**config.mk**
```make
export PLATFORM = sky130hd
export DESIGN_NAME = ika87ad_mcseq
export DESIGN_NICKNAME = d
export VERILOG_FILES = /design/src/rtl/ika87ad_mc_pkg.sv /design/src/rtl/ika87ad_mcseq_tcnt.sv /design/src/rtl/ika87ad_mcseq.sv
export SDC_FILE = /design/constraint.sdc
export NUM_CORES = 1
export LEC_CHECK = 0
export ABC_CLOCK_PERIOD_IN_PS = 2400
export CAP_MARGIN = 20
export CORE_MARGIN = 2
export CORE_UTILIZATION = 43
export DETAILED_ROUTE_END_ITERATION = 12
export HOLD_SLACK_MARGIN = 0.12
export PLACE_DENSITY = 0.79
export SYNTH_ARGS = -nofsm -noshare
export SYNTH_HDL_FRONTEND = slang
export SYNTH_SLANG_ARGS = --single-unit
```
**constraint.sdc**
```tcl
create_clock -name i_CLK -period 2.4 [get_ports i_CLK]
set_clock_uncertainty 0.05 [all_clocks]
set_input_delay 0.48 -clock i_CLK [delete_from_list [all_inputs] [get_ports i_CLK]]
set_output_delay 0.48 -clock i_CLK [all_outputs]
set_load 0.01 [all_outputs]
```
**src/rtl/ika87ad_mc_pkg.sv**
```systemverilog
// ika87ad_mc_pkg: shared microcode definitions for the IKA87AD sequencer.
package ika87ad_mc_pkg;

    localparam logic [1:0] RD3      = 2'd0;
    localparam logic [1:0] RD4      = 2'd1;
    localparam logic [1:0] WR3      = 2'd2;
    localparam logic [1:0] BUS_RSVD = 2'd3;

    localparam logic [1:0] MCTYPE0 = 2'd0;
    localparam logic [1:0] MCTYPE1 = 2'd1;
    localparam logic [1:0] MCTYPE2 = 2'd2;
    localparam logic [1:0] MCTYPE3 = 2'd3;

    localparam int MC_TYPE_HI  = 17;
    localparam int MC_TYPE_LO  = 16;
    localparam int MC_NOP_HI   = 13;
    localparam int MC_NOP_LO   = 9;
    localparam int MC_IDLE_BIT = 9;
    localparam int MC_BUS_HI   = 1;
    localparam int MC_BUS_LO   = 0;

    typedef enum logic [2:0] {
        IDLE,
        FETCH,
        EXEC,
        NOPW,
        BUS
    } mcseq_state_e;

    // The reserved bus code runs as a plain 3-state read.
    function automatic logic [1:0] bus_decode(input logic [1:0] code);
        return (code == BUS_RSVD) ? RD3 : code;
    endfunction

    function automatic logic [1:0] bus_limit(input logic [1:0] code);
        return (code == RD4) ? 2'd3 : 2'd2;
    endfunction

endpackage

```
**src/rtl/ika87ad_mcseq_tcnt.sv**
```systemverilog
// ika87ad_mcseq_tcnt: T-state counter; restarts at T1 on i_START, flags the limit state.
module ika87ad_mcseq_tcnt (
    input  logic       i_CLK,
    input  logic       i_RST,
    input  logic       i_CEN,
    input  logic       i_START,
    input  logic [1:0] i_LIMIT,
    output logic [1:0] o_TSTATE,
    output logic       o_LAST
);

    logic [1:0] tstate_q, tstate_d;

    assign tstate_d = i_START ? 2'd0 : tstate_q + 2'd1;
    assign o_TSTATE = tstate_q;
    assign o_LAST   = (tstate_q == i_LIMIT);

    always_ff @(posedge i_CLK or posedge i_RST) begin
        if (i_RST)
            tstate_q <= 2'd0;
        else if (i_CEN)
            tstate_q <= tstate_d;
    end

endmodule

```
**src/rtl/ika87ad_mcseq.sv**
```systemverilog
// ika87ad_mcseq: microcode sequencer; steps the ROM address, latches microwords
// and runs the bus cycle each microword requests, ending the instruction on RD4.
module ika87ad_mcseq
    import ika87ad_mc_pkg::*;
(
    input  logic        i_CLK,
    input  logic        i_RST,
    input  logic        i_CEN,
    input  logic        i_START,
    input  logic [7:0]  i_START_ADDR,
    output logic        o_READY,
    output logic        o_MCROM_READ_TICK,
    output logic [7:0]  o_MCROM_ADDR,
    input  logic [17:0] i_MCROM_DATA,
    output logic [17:0] o_MC,
    output logic        o_MC_EXEC,
    output logic [1:0]  o_BUS_CODE,
    output logic        o_BUS_START,
    output logic [1:0]  o_TSTATE,
    output logic        o_INSTR_DONE
);

    mcseq_state_e state_q, state_d;
    logic [7:0]  addr_q, addr_d;
    logic [17:0] mc_q, mc_d;
    logic [1:0]  bus_code_q, bus_code_d;
    logic [1:0]  tstate;
    logic        tc_last, tc_start, bus_end, is_rd4, extra_idle;

    assign is_rd4     = (bus_code_q == RD4);
    assign bus_end    = (state_q == BUS) && tc_last;
    assign tc_start   = (state_q != BUS) || tc_last;
    assign extra_idle = (i_MCROM_DATA[MC_TYPE_HI:MC_TYPE_LO] == MCTYPE3) && i_MCROM_DATA[MC_IDLE_BIT];

    ika87ad_mcseq_tcnt u_tcnt (
        .i_CLK    (i_CLK),
        .i_RST    (i_RST),
        .i_CEN    (i_CEN),
        .i_START  (tc_start),
        .i_LIMIT  (bus_limit(bus_code_q)),
        .o_TSTATE (tstate),
        .o_LAST   (tc_last)
    );

    always_comb begin
        state_d    = state_q;
        addr_d     = addr_q;
        mc_d       = mc_q;
        bus_code_d = bus_code_q;
        case (state_q)
            IDLE: begin
                if (i_START) begin
                    state_d = FETCH;
                    addr_d  = i_START_ADDR;
                end
            end
            FETCH: state_d = EXEC;
            EXEC: begin
                mc_d       = i_MCROM_DATA;
                bus_code_d = bus_decode(i_MCROM_DATA[MC_BUS_HI:MC_BUS_LO]);
                state_d    = extra_idle ? NOPW : BUS;
            end
            NOPW: state_d = BUS;
            BUS: begin
                // RD4 ends the instruction; a held START chains the next one with no bubble.
                if (tc_last && !is_rd4) begin
                    state_d = FETCH;
                    addr_d  = addr_q + 8'd1;
                end else if (tc_last && i_START) begin
                    state_d = FETCH;
                    addr_d  = i_START_ADDR;
                end else if (tc_last) begin
                    state_d = IDLE;
                end
            end
            default: state_d = IDLE;
        endcase
    end

    always_ff @(posedge i_CLK or posedge i_RST) begin
        if (i_RST) begin
            state_q    <= IDLE;
            addr_q     <= 8'd0;
            mc_q       <= 18'd0;
            bus_code_q <= RD4;
        end else if (i_CEN) begin
            state_q    <= state_d;
            addr_q     <= addr_d;
            mc_q       <= mc_d;
            bus_code_q <= bus_code_d;
        end
    end

    assign o_MCROM_ADDR      = addr_q;
    assign o_MC              = mc_q;
    assign o_BUS_CODE        = bus_code_q;
    assign o_TSTATE          = tstate;
    assign o_MCROM_READ_TICK = i_CEN && (state_q == FETCH);
    assign o_MC_EXEC         = i_CEN && (state_q == EXEC);
    assign o_BUS_START       = i_CEN && (state_q == BUS) && (tstate == 2'd0);
    assign o_INSTR_DONE      = i_CEN && bus_end && is_rd4;
    assign o_READY           = (state_q == IDLE) || o_INSTR_DONE;

endmodule

```
======== Yosys cells after proc, flatten, opt, wreduce, memory -nomap -nowiden ========
Cells that the tools add are included.
cells by class
  multiplexer cells ....................... 13
  reductions and logical operators ........ 19
  eq/ne operators ......................... 12
  add/subtract/negate cells ............... 2
operator list
  cell                                                                    number
  8-bit two-way mux                                                       3
  8-bit case mux with 2 select lines                                      1
  3-bit two-way mux                                                       5
  3-bit case mux with 5 select lines                                      1
  1-bit logical AND                                                       10
  8-bit by 1-bit adder with 8-bit output (second input constant)          1
  3-bit by 2-bit equality test with 1-bit output (second input constant)  2
  2-bit equality test (second input constant)                             2
  2-bit two-way mux                                                       2
  4-bit by 2-bit != test with 1-bit output (second input constant)        1
  4-bit AND reduction                                                     1
  3-bit by 1-bit equality test with 1-bit output (second input constant)  1
  3-bit equality test (second input constant)                             1
  3-bit zero test                                                         1
  3-bit by 1-bit != test with 1-bit output (second input constant)        1
  3-bit != test (second input constant)                                   1
  3-bit AND reduction                                                     1
  2-bit by 1-bit adder with 2-bit output (second input constant)          1
  2-bit by 1-bit equality test with 1-bit output (second input constant)  1
  2-bit equality test                                                     1
  2-bit zero test                                                         1
  1-bit logical OR                                                        2
  2-bit != test (second input constant)                                   1
  2-bit AND reduction                                                     1
  other kinds (3)                                                         3
storage, ports and cells
  input bits .............................. 30
  logic and storage cells ................. 51
  bits in registers ....................... 33
  output and inout bits ................... 35

======== Logic depth before layout (Yosys ltp) ========
Gate-level depths: netlist (run 1).
  depth after elaboration ................. 7
  mapped depth ............................ 6
  gate-level depth less buffers ........... 5

======== By module ========
From an unflattened synthesis (run 1), not the netlist that was laid out.
second synthesis, totals
  cells, all modules ...................... 149
  area, all modules ....................... 1,696.6 µm²
modules (own cells, without submodules)
  module              area each (µm²)  instances  cells an instance  seq. area each (µm²)
  ika87ad_mcseq       1,581.5          1          138                777.0
  ika87ad_mcseq_tcnt  115.1            1          11                 50.0

======== Worst setup path after synthesis (run 1) ========
No wires, ideal clock.
  path kind ............................... register -> output
  start ................................... register bus_code_q[0] (netlist: o_BUS_CODE[0])
  end ..................................... output o_READY
  path buffers ............................ 0
  slack ................................... 0.457 ns
  stages on the path, launching flop included .. 4
  arrival time ............................ 1.413 ns
  cell sequence ........................... dfstp_2 -> or2b_4 -> nor3b_1 -> a21o_1
on the way
  word-level cells in the longest chain between the ends .. 7
RTL lines
  what                                              RTL line                                   RTL
  start, declared                                   ika87ad_mcseq.sv:26                        logic [1:0] bus_code_q, bus_code_d;
  start signal, assigned                            ika87ad_mcseq.sv:90                        bus_code_q <= bus_code_d;
  2-bit by 1-bit equality test with 1-bit output *  ika87ad_mc_pkg.sv:36, ika87ad_mcseq.sv:30
  1-bit two-way mux                                 ika87ad_mc_pkg.sv:36                       return (code == RD4) ? 2'd3 : 2'd2;
  2-bit equality test                               ika87ad_mcseq_tcnt.sv:16                   assign o_LAST = (tstate_q == i_LIMIT);
  1-bit logical AND                                 ika87ad_mcseq.sv:31                        assign bus_end = (state_q == BUS) && tc_last;
  1-bit logical AND                                 ika87ad_mcseq.sv:101                       assign o_INSTR_DONE = i_CEN && bus_end && is_rd4;
  1-bit logical AND *                               ika87ad_mcseq.sv:101
  net o_INSTR_DONE                                  ika87ad_mcseq.sv:20                        output logic o_INSTR_DONE
  1-bit logical OR *                                ika87ad_mcseq.sv:102                       assign o_READY = (state_q == IDLE) || o_INSTR_DONE;
  end, declared                                     ika87ad_mcseq.sv:11                        output logic o_READY,
Mark *: on every way through the listed nets, which the timed path passes. The rest lies on a longest branch.

======== Worst setup path after layout (run 1) ========
  start ................................... register bus_code_q[0] (netlist: o_BUS_CODE[0])
  end ..................................... output o_READY
on the way
  word-level cells in the longest chain between the ends .. 7
RTL lines
  what                                              RTL line
  2-bit by 1-bit equality test with 1-bit output *  ika87ad_mc_pkg.sv:36, ika87ad_mcseq.sv:30
  1-bit two-way mux                                 ika87ad_mc_pkg.sv:36
  2-bit equality test                               ika87ad_mcseq_tcnt.sv:16
  1-bit logical AND                                 ika87ad_mcseq.sv:31
  1-bit logical AND                                 ika87ad_mcseq.sv:101
  1-bit logical AND *                               ika87ad_mcseq.sv:101
  1-bit logical OR *                                ika87ad_mcseq.sv:102
Mark *: on every way between the ends. The rest lies on a longest branch, timed or not.

==> results of run 1 <==
-- power breakdown --
group          total (mW)  internal, mW  switching [mW]
logic                1.39         0.845           0.546
clock network       0.414         0.227           0.186
registers            1.07         0.826           0.242
-- stage by stage --
| stage | total power [mW] | setup WS [ps] | cell area, µm² |
|---|---|---|---|
| floorplan | 1.74 | 457 | 1680 |
| global placement | 2.43 | -144 | 2400 |
| detailed placement | 2.48 | -182 | 2400 |
| CTS | 2.91 | 50.6 | 2500 |
| global route | 3.06 | 11.4 | 2500 |
| finish | 2.87 | 63.4 | 2500 |
-- layout make-up --
class | count | area, µm²
Clock buffer | 7 | 86.3
Inverter | 10 | 37.5
Timing Repair Buffer | 72 | 711
Fill cell | 302 | 1210
Multi-Input combinational cell | 96 | 782
Tap cell | 48 | 60.1
Sequential cell | 33 | 827
-- kinds of logic (layout without fill, tap and decap cells) --
logic type	Yosys count	count (layout)	synth area share (%)
flops	33	33	49.2
mux	23	23	15.4
buf+inv	18	89	5.81
fa+ha+maj	2	2	1.49
compound gates	33	33	15.1
simple gates	38	38	13.0
-- worst paths after layout --
check | from | to | slack (ps)
min reg2reg | o_MC[2] | o_MC[2] | 450
max | o_BUS_CODE[0] | o_READY | 60
max reg2reg | o_BUS_CODE[0] | o_MCROM_ADDR[5] | 330
max in group asynchronous | i_RST | o_BUS_CODE[0] | 1320
min in group i_CLK | o_MC[2] | o_MC[2] | 450
min | i_RST | o_MC[10] | 440
-- sequential cells by signal (all words and copies together) (netlist names) --
signal and cells:
o_MCROM_ADDR 8, u_tcnt.o_TSTATE 2, o_BUS_CODE 2, state_q 3
o_MC 18
-- routing by layer --
layer  share of wire (%)  GRT usage [%]  wire (µm)  up-vias
li1                    -              -          -      667
met1                  40           21.5       1540      686
met2                  51           33.4       1970       60
met3                 7.4           5.07        285        4
met4                0.94           5.10         36        0
met5                   0              0          0        -
-- repair_timing --
action / 4_1_cts / 5_1_grt
setup endpoints to repair: 4 / 1
buffers inserted: 1 / 0
pin swaps: 1 / 1
gates resized for setup: 6 / 1
-- cell usage in the layout (no fill, tap or decap), drive strengths merged --
cell and instances:
a211oi 1, a21o 2, a21oi 6, a22o 6, and2 1, and2b 1
and3 2, and4b 1, buf 8, clkbuf 7, clkdlybuf4s50 59, dfrtp 32
dfstp 1, dlygate4sd2 4, dlymetal6s2s 1, ha 2, inv 10, mux2 20
mux2i 3, nand2 10, nand3 5, nand3b 2, nand4 2, nand4b 1
nor2 8, nor3b 1, nor4bb 2, o21a 1, o21ai 11, o22ai 2
o31ai 3, o41ai 1, or2 1, or2b 1
==> qor.yml, run 1 <==
slew_violations: 0
design.core.area_um2: 3720
nNetsFinal: 250
drt-vias-per-instance: 5.33
synth-edff-count: 0
cts_tree: "done"
ys_async_sr_fraction_pct: 100
clk_path_buf_depth: 2
io_pins: 65
synth.top_cell.area_share_pct: 47.7
setup_violations: 0
dp_hpwl_um: 2920
fin_util_pct: 67.4
postRouteAntennaNets: 0
synth.area.top_cells: "dfrtp_1 (48%), mux2_2 (13%), a22o_1 (3.1%)"
grt_setup_unrepaired: "false"
synth_warnings: 0
clock_latency_ps: 280
finalHoldViolCount: 0
path_clk_slew_ps: 60
wl_per_cell_um: 14.4
diodes: 0
postCtsHoldBufs: 0
synthFlopType: "dfrtp_1"
critPathBufInv: 1
cpPeakStageDelay_ps: 550
grt_pass1_vias: 1443
syn_nets: 179
status: "finished clean"
yosys_register_bits: 33
htree_levels: 2
syn2layout_area_growth_pct: 49.0
numClockSinks: 33
cp_cell_sequence: "or2b_4 > a21oi_4 > nor3b_2 > a21o_1 > dlygate4sd2_1"
synth_common_cells: "dfrtp_1 (32), mux2_2 (19), inv_1 (10), nand2_1 (10), nor2_1 (7)"
cpMaxStageDelayCell: "dfstp_2"
port_buffers: 64
critPathLaunchType: "flop"
layout.cells.non_filler: 266
drc: 0
drive_gt1_share_pct: 21.1
crit_type: "reg2out"
clockRootBuffer: "clkbuf_8"
path_delay_family: "flip-flops"
end_kind: "primary output"
synth-seq-area-share_pct: 49.2
via_count: 1417
worst_slew_pin_slew_ps: 520
setup_tns_ps: 0
max-vdd-ir-drop_mv: 0.692
maxCapViolCount: 0
die_h_um: 66.5
cts_buffers: 5
cp.depth: 5
cellPowerDensity_nw_per_um2: 1150
synth.cell_area_um2: 1680
netlist_instances: 147
track_usage_pct: 18.6
grt_pass1_wl_um: 6260
cp.required_ps: 1870
initial_core_util_pct: 45.2
die-area_um2: 4420
fp.dieW_um: 66.5
hold_ws_ps: 444
power.leakage_nw: 1.11
grt-ovfl-total: 0
hp-class: "in2async"
row_count: 22
crit_fanout: 5
synth.largest_area_cell: "dfrtp_1"
gp_congestion: 0.789
fmax_mhz: 428
routed_wl_um: 3830
cp.arrival_ps: 1810
fin_crit_ps: 2340
slew_headroom_pct: 65.2
grt_max_degree: 25
post-route-period-util_pct: 97.4
ff2ff_path_depth: 6
postSynthAreaPerCell_um2: 11.4
drt_iter0_drc: 52
synth.distinct_cells: 38
antenna_found_initial: 0
drt-pass1-iter-count: 4
placedCellCount: 258
synth.most_common_cell: "dfrtp_1"
Note: power is estimated with default switching activity, not from simulation.
==> run 2: changes to the inputs <==
--- a/config.mk
+++ b/config.mk
@@ -5,13 +5,13 @@
 export SDC_FILE = /design/constraint.sdc
 export NUM_CORES = 1
 export LEC_CHECK = 0
+export ABC_AREA = 1
 export ABC_CLOCK_PERIOD_IN_PS = 2400
 export CAP_MARGIN = 20
-export CORE_MARGIN = 2
-export CORE_UTILIZATION = 43
+export CORE_UTILIZATION = 44
 export DETAILED_ROUTE_END_ITERATION = 12
 export HOLD_SLACK_MARGIN = 0.12
-export PLACE_DENSITY = 0.79
+export PLACE_DENSITY = 0.8
 export SYNTH_ARGS = -nofsm -noshare
 export SYNTH_HDL_FRONTEND = slang
 export SYNTH_SLANG_ARGS = --single-unit
==> qor.yml, run 2 <==
finalHoldViolCount: 0
antenna_found_initial: 0
cts_buffers: 5
synth.top_cell.area_share_pct: 47.2
synth.cell_area_um2: 1700
path_clk_slew_ps: 60
clock_latency_ps: 280
track_usage_pct: 21.3
cp.required_ps: 1870
cp.arrival_ps: 1800
startpoint: "i_CEN"
rrSetupSlack_ps: 790
maxCapViolCount: 0
fmax_mhz: 429
layout_commonest_cell: "nand2_1"
r2r-start: "state_q[2]"
grt_pass1_vias: 1572
worstHoldStart: "o_MC[5]"
switching_share_pct: 37.7
min_path_cells: 2
crit_fanout: 3
slew_violations: 0
yosys_register_bits: 33
postSynthAreaPerCell_um2: 7.38
fin_crit_ps: 2330
largest_reg_flops: 18
crit_type: "in2out"
post-route-period-util_pct: 97.2
p_int_mw: 1.67
ys_async_sr_fraction_pct: 100
synth.distinct_cells: 24
initial_core_util_pct: 46.0
synth-seq-area-share_pct: 48.7
row_count: 22
synth.area.top_cells: "dfrtp_1 (47%), nand2_1 (26%), inv_1 (4.2%)"
fp.dieW_um: 64.1
drt-pass1-iter-count: 4
htree_levels: 2
critPathLaunchType: "input port"
power.share.clock_pct: 14.7
io_pins: 65
drt_iter0_drc: 82
numClockSinks: 33
cts_tree: "done"
routed_wl_um: 3950
synth-edff-count: 0
slew_headroom_pct: 72.9
grt-ovfl-total: 0
p_switching_mw: 1.01
via_count: 1626
hold_end: "o_MC[5]"
dp_hpwl_um: 2830
wl_per_cell_um: 11.2
setup_ws_ps: 66.9
p_seq_share_pct: 38.2
worst_slew_pin_slew_ps: 406
port_buffers: 64
layout_common_cells: "nand2_1 (116), clkdlybuf4s50_1 (60), dfrtp_1 (31)"
clk_path_buf_depth: 2
netlist_instances: 230
synth_warnings: 0
hp-class: "reg2reg"
design.core.area_um2: 3690
place_ws_ps: -6.63
grt_max_degree: 34
timing.rr.end: "o_MC[14]"
synth_common_cells: "nand2_1 (116), dfrtp_1 (32), inv_1 (19)"
syn_nets: 262
grt_pass1_wl_um: 6730
nNetsFinal: 335
fin_util_pct: 67.8
die_h_um: 64.1
grt_setup_unrepaired: "false"
share_comb_of_total_power_pct: 47.0
diodes: 0
postRouteAntennaNets: 0
gp_congestion: 0.806
ff2ff_path_depth: 7
postCtsHoldBufs: 0
status: "finished clean"
syn2layout_area_growth_pct: 47.5
drive_gt1_share_pct: 9.21
power.leakage_nw: 1.28
synthFlopType: "dfrtp_1"
end_kind: "primary output"
max-vdd-ir-drop_mv: 0.608
cellPowerDensity_nw_per_um2: 1070
synth.most_common_cell: "nand2_1"
synth.largest_area_cell: "dfrtp_1"
die-area_um2: 4110
drt-vias-per-instance: 4.62
drc: 0
clockRootBuffer: "clkbuf_8"
setup_violations: 0
run 2: cell families (layout without fill, tap and decap cells):
kind of cell | count (synthesis) | in the layout | share of synthesized area (%)
and+or+nand+nor | 145 | 145 | 35.2
DFF | 33 | 33 | 48.7
buffers and inverters | 31 | 105 | 7.52
AOI/OAI and AO/OA | 16 | 16 | 5.53
xor gates and xnor gates | 3 | 3 | 1.55
adders and majority gates | 2 | 2 | 1.47
run 2: layout make-up:
| class | count | area (µm²) |
|---|---|---|
| fillers | 342 | 1190 |
| flip-flops and latches | 33 | 828 |
| multi-input cells | 166 | 742 |
| repair buffers | 70 | 688 |
| inverters | 27 | 101 |
| clock buffers | 6 | 72.6 |
| well taps | 48 | 60.1 |
| clock inverters | 2 | 10.0 |
run 2: what timing repair did:
action | CTS | global route
setup buffers | 1 | 1
setup endpoints to repair | 3 | 2
pin swaps | 1 | 0
gates resized for setup | 2 | 3
run 2: per-stage QoR:
stage,hold slack [ps],setup TNS [ps],cells,total power [mW],area [µm²]
global route,451,0,352,2.92,2500
CTS,429,0,351,2.70,2490
finish,424,0,352,2.68,2500
global placement,405,-0.608,342,2.26,2400
detailed placement,414,-6.63,342,2.29,2400
floorplan,450,0,230,1.63,1700
run 2: worst max-delay path, cell delays in order:
cell             delay [ps]
clkdlybuf4s50_1         500
inv_1                    80
nor2_1                  150
clkdlybuf4s50_1         580
run 2: per-layer routing:
layer,up-vias,wire [µm],track usage (%),part of all wire [%]
li1,862,-,-,-
met1,707,1770,24.7,45
met2,53,1830,36.3,46
met3,4,304,8.04,7.7
met4,0,45,6.67,1.1
met5,-,0,0,0
run 2: worst max path at each step:
stage | cells past startpoint | slack (ps) | endpoint
global route | 4 | 10 | o_MC_EXEC
global placement | 4 | -0.6 | o_READY
CTS | 4 | 20 | o_MCROM_READ_TICK
floorplan | 4 | 670 | o_READY
finish | 4 | 70 | o_MC_EXEC
detailed placement | 4 | -7 | o_READY
run 2: power by group through the flow:
stage	sequential, mW	combinational, mW	clock (mW)
global route	1.06	1.42	0.443
CTS	1.02	1.26	0.409
finish	1.03	1.26	0.395
detailed placement	1.03	1.26	0
floorplan	1.10	0.525	0
global placement	1.02	1.24	0
==> run 3: changes to the inputs <==
--- a/config.mk
+++ b/config.mk
@@ -5,13 +5,12 @@
 export SDC_FILE = /design/constraint.sdc
 export NUM_CORES = 1
 export LEC_CHECK = 0
-export ABC_AREA = 1
 export ABC_CLOCK_PERIOD_IN_PS = 2400
 export CAP_MARGIN = 20
-export CORE_UTILIZATION = 44
+export CORE_UTILIZATION = 43
 export DETAILED_ROUTE_END_ITERATION = 12
 export HOLD_SLACK_MARGIN = 0.12
-export PLACE_DENSITY = 0.8
+export PLACE_DENSITY = 0.79
 export SYNTH_ARGS = -nofsm -noshare
 export SYNTH_HDL_FRONTEND = slang
 export SYNTH_SLANG_ARGS = --single-unit
==> qor.yml, run 3 (synthesized netlist as in run 1, its figures left out) <==
status: "finished clean"
die-area_um2: 4160
r2r-start: "o_BUS_CODE[0]"
crit_end: "o_BUS_START"
clockRootBuffer: "clkbuf_8"
critPathLaunchType: "input port"
track_usage_pct: 20.5
clock_latency_ps: 280
dp_hpwl_um: 2810
design.core.area_um2: 3720
cp.arrival_ps: 1810
drt-pass1-iter-count: 6
drt-vias-per-instance: 5.24
fmax_mhz: 428
crit_type: "in2out"
total_power_mw: 2.94
largest_reg_flops: 18
max-vdd-ir-drop_mv: 0.745
htree_levels: 2
antenna_found_initial: 0
ff2ff_path_depth: 6
path_clk_slew_ps: 60
diodes: 0
cpPeakStageDelay_ps: 520
slew_headroom_pct: 67.6
cellPowerDensity_nw_per_um2: 1170
postCtsHoldBufs: 0
seqCellArea_um2: 827
drive_gt1_share_pct: 22.6
post-route-period-util_pct: 97.4
initial_core_util_pct: 45.2
gp_congestion: 0.848
fp.dieW_um: 64.5
hp-class: "reg2reg"
drc: 0
layout_commonest_cell: "clkdlybuf4s50_1"
clk_path_buf_depth: 2
multi_input_area_um2: 782
timing.rr.end: "o_MCROM_ADDR[3]"
layout_common_cells: "clkdlybuf4s50_1 (60), dfrtp_1 (32), mux2_2 (19)"
io_pins: 65
cts_tree: "done"
startpoint: "i_CEN"
cp.required_ps: 1870
end_kind: "primary output"
grt_pass1_wl_um: 6480
cpMaxStageDelayCell: "clkdlybuf4s50_1"
die_h_um: 64.5
setup_violations: 0
port_buffers: 64
routed_wl_um: 3800
power.leakage_nw: 1.11
wl_per_cell_um: 14.1
rrSetupSlack_ps: 370
grt_max_degree: 34
crit_fanout: 4
grt-ovfl-total: 0
worst_slew_pin_slew_ps: 484
grt_pass1_vias: 1435
postRouteAntennaNets: 0
fill_cells: 269
cts_buffers: 5
nNetsFinal: 252
fin_crit_ps: 2340
row_count: 22
numClockSinks: 33
cp_cell_sequence: "clkdlybuf4s50_1 > and3_1 > and2_1 > clkdlybuf4s50_1"
slew_violations: 0
finalHoldViolCount: 0
maxCapViolCount: 0
grt_setup_unrepaired: "false"
setup_tns_ps: 0
via_count: 1410
syn2layout_area_growth_pct: 49.9
drt_iter0_drc: 63
cp_common_cell: "clkdlybuf4s50_1"
==> run 3: cell count changes in the layout (fill, tap and decap cells not counted), sizes merged, moves of 3 or more <==
cell and change:
a22o +6, nand4 -4, inv -17, buf +4, nand2 -108, a21oi +5
mux2i +3, nand3 -3, xnor2 -3, mux2 +20
==> run 3: timing repair <==
action,CTS,global route
endpoints found under the hold margin,0,0
setup endpoints to repair,4,0
buffers inserted,2,0
resized for setup,6,0
==> run 3: power by group <==
group          internal [mW]  switching [mW]  leakage, nW
clock network          0.259           0.195       0.0542
registers              0.826           0.218        0.403
logic                  0.868           0.576        0.651
total                   1.95           0.989         1.11
==> run 3: stage by stage <==
stage / cell area [µm²] / hold slack (ps) / worst slack, ps / instances / utilization, %
floorplan: 1680 / 444 / 457 / 147 / -
global placement: 2400 / 439 / -148 / 259 / 64.5
detailed placement: 2400 / 446 / -192 / 259 / 64.5
finish: 2520 / 456 / 63.3 / 269 / 67.8
CTS: 2520 / 460 / 60.7 / 269 / 67.8
global route: 2520 / 487 / 23.4 / 269 / 67.8
==> run 3: worst min-delay path by stage <==
stage	start	cells past startpoint	endpoint	slack [ps]
6_report	o_MC[10]	1	o_MC[10]	460
5_1_grt	o_MC[4]	1	o_MC[4]	490
4_1_cts	o_MC[10]	1	o_MC[10]	460
3_5_place_dp	o_MC[10]	1	o_MC[10]	450
3_3_place_gp	o_BUS_CODE[0]	2	o_BUS_CODE[0]	440
2_1_floorplan	o_BUS_CODE[0]	2	o_BUS_CODE[0]	440
==> run 3: layout make-up <==
class                      count  share of cell area [%]
sequential                    33                    32.8
multi-input combinational     96                    31.0
timing repair buffer          74                    28.2
clock buffer                   7                    3.83
tap                           48                    2.38
inverter                      10                    1.49
clock inverter                 1                   0.199
==> run 3: per-layer routing <==
metal | up-vias | routed length (µm) | global-route usage (%)
li1 | 666 | - | -
met1 | 671 | 1550 | 25.5
met2 | 65 | 1910 | 33.2
met3 | 8 | 281 | 5.63
met4 | 0 | 59 | 8.89
met5 | - | 0 | 0
==> run 3: critical path: cells and delay by family <==
family / cells / cell delay, ps
buffers and inverters: 2 / 1030
AND/OR/NAND/NOR: 2 / 290
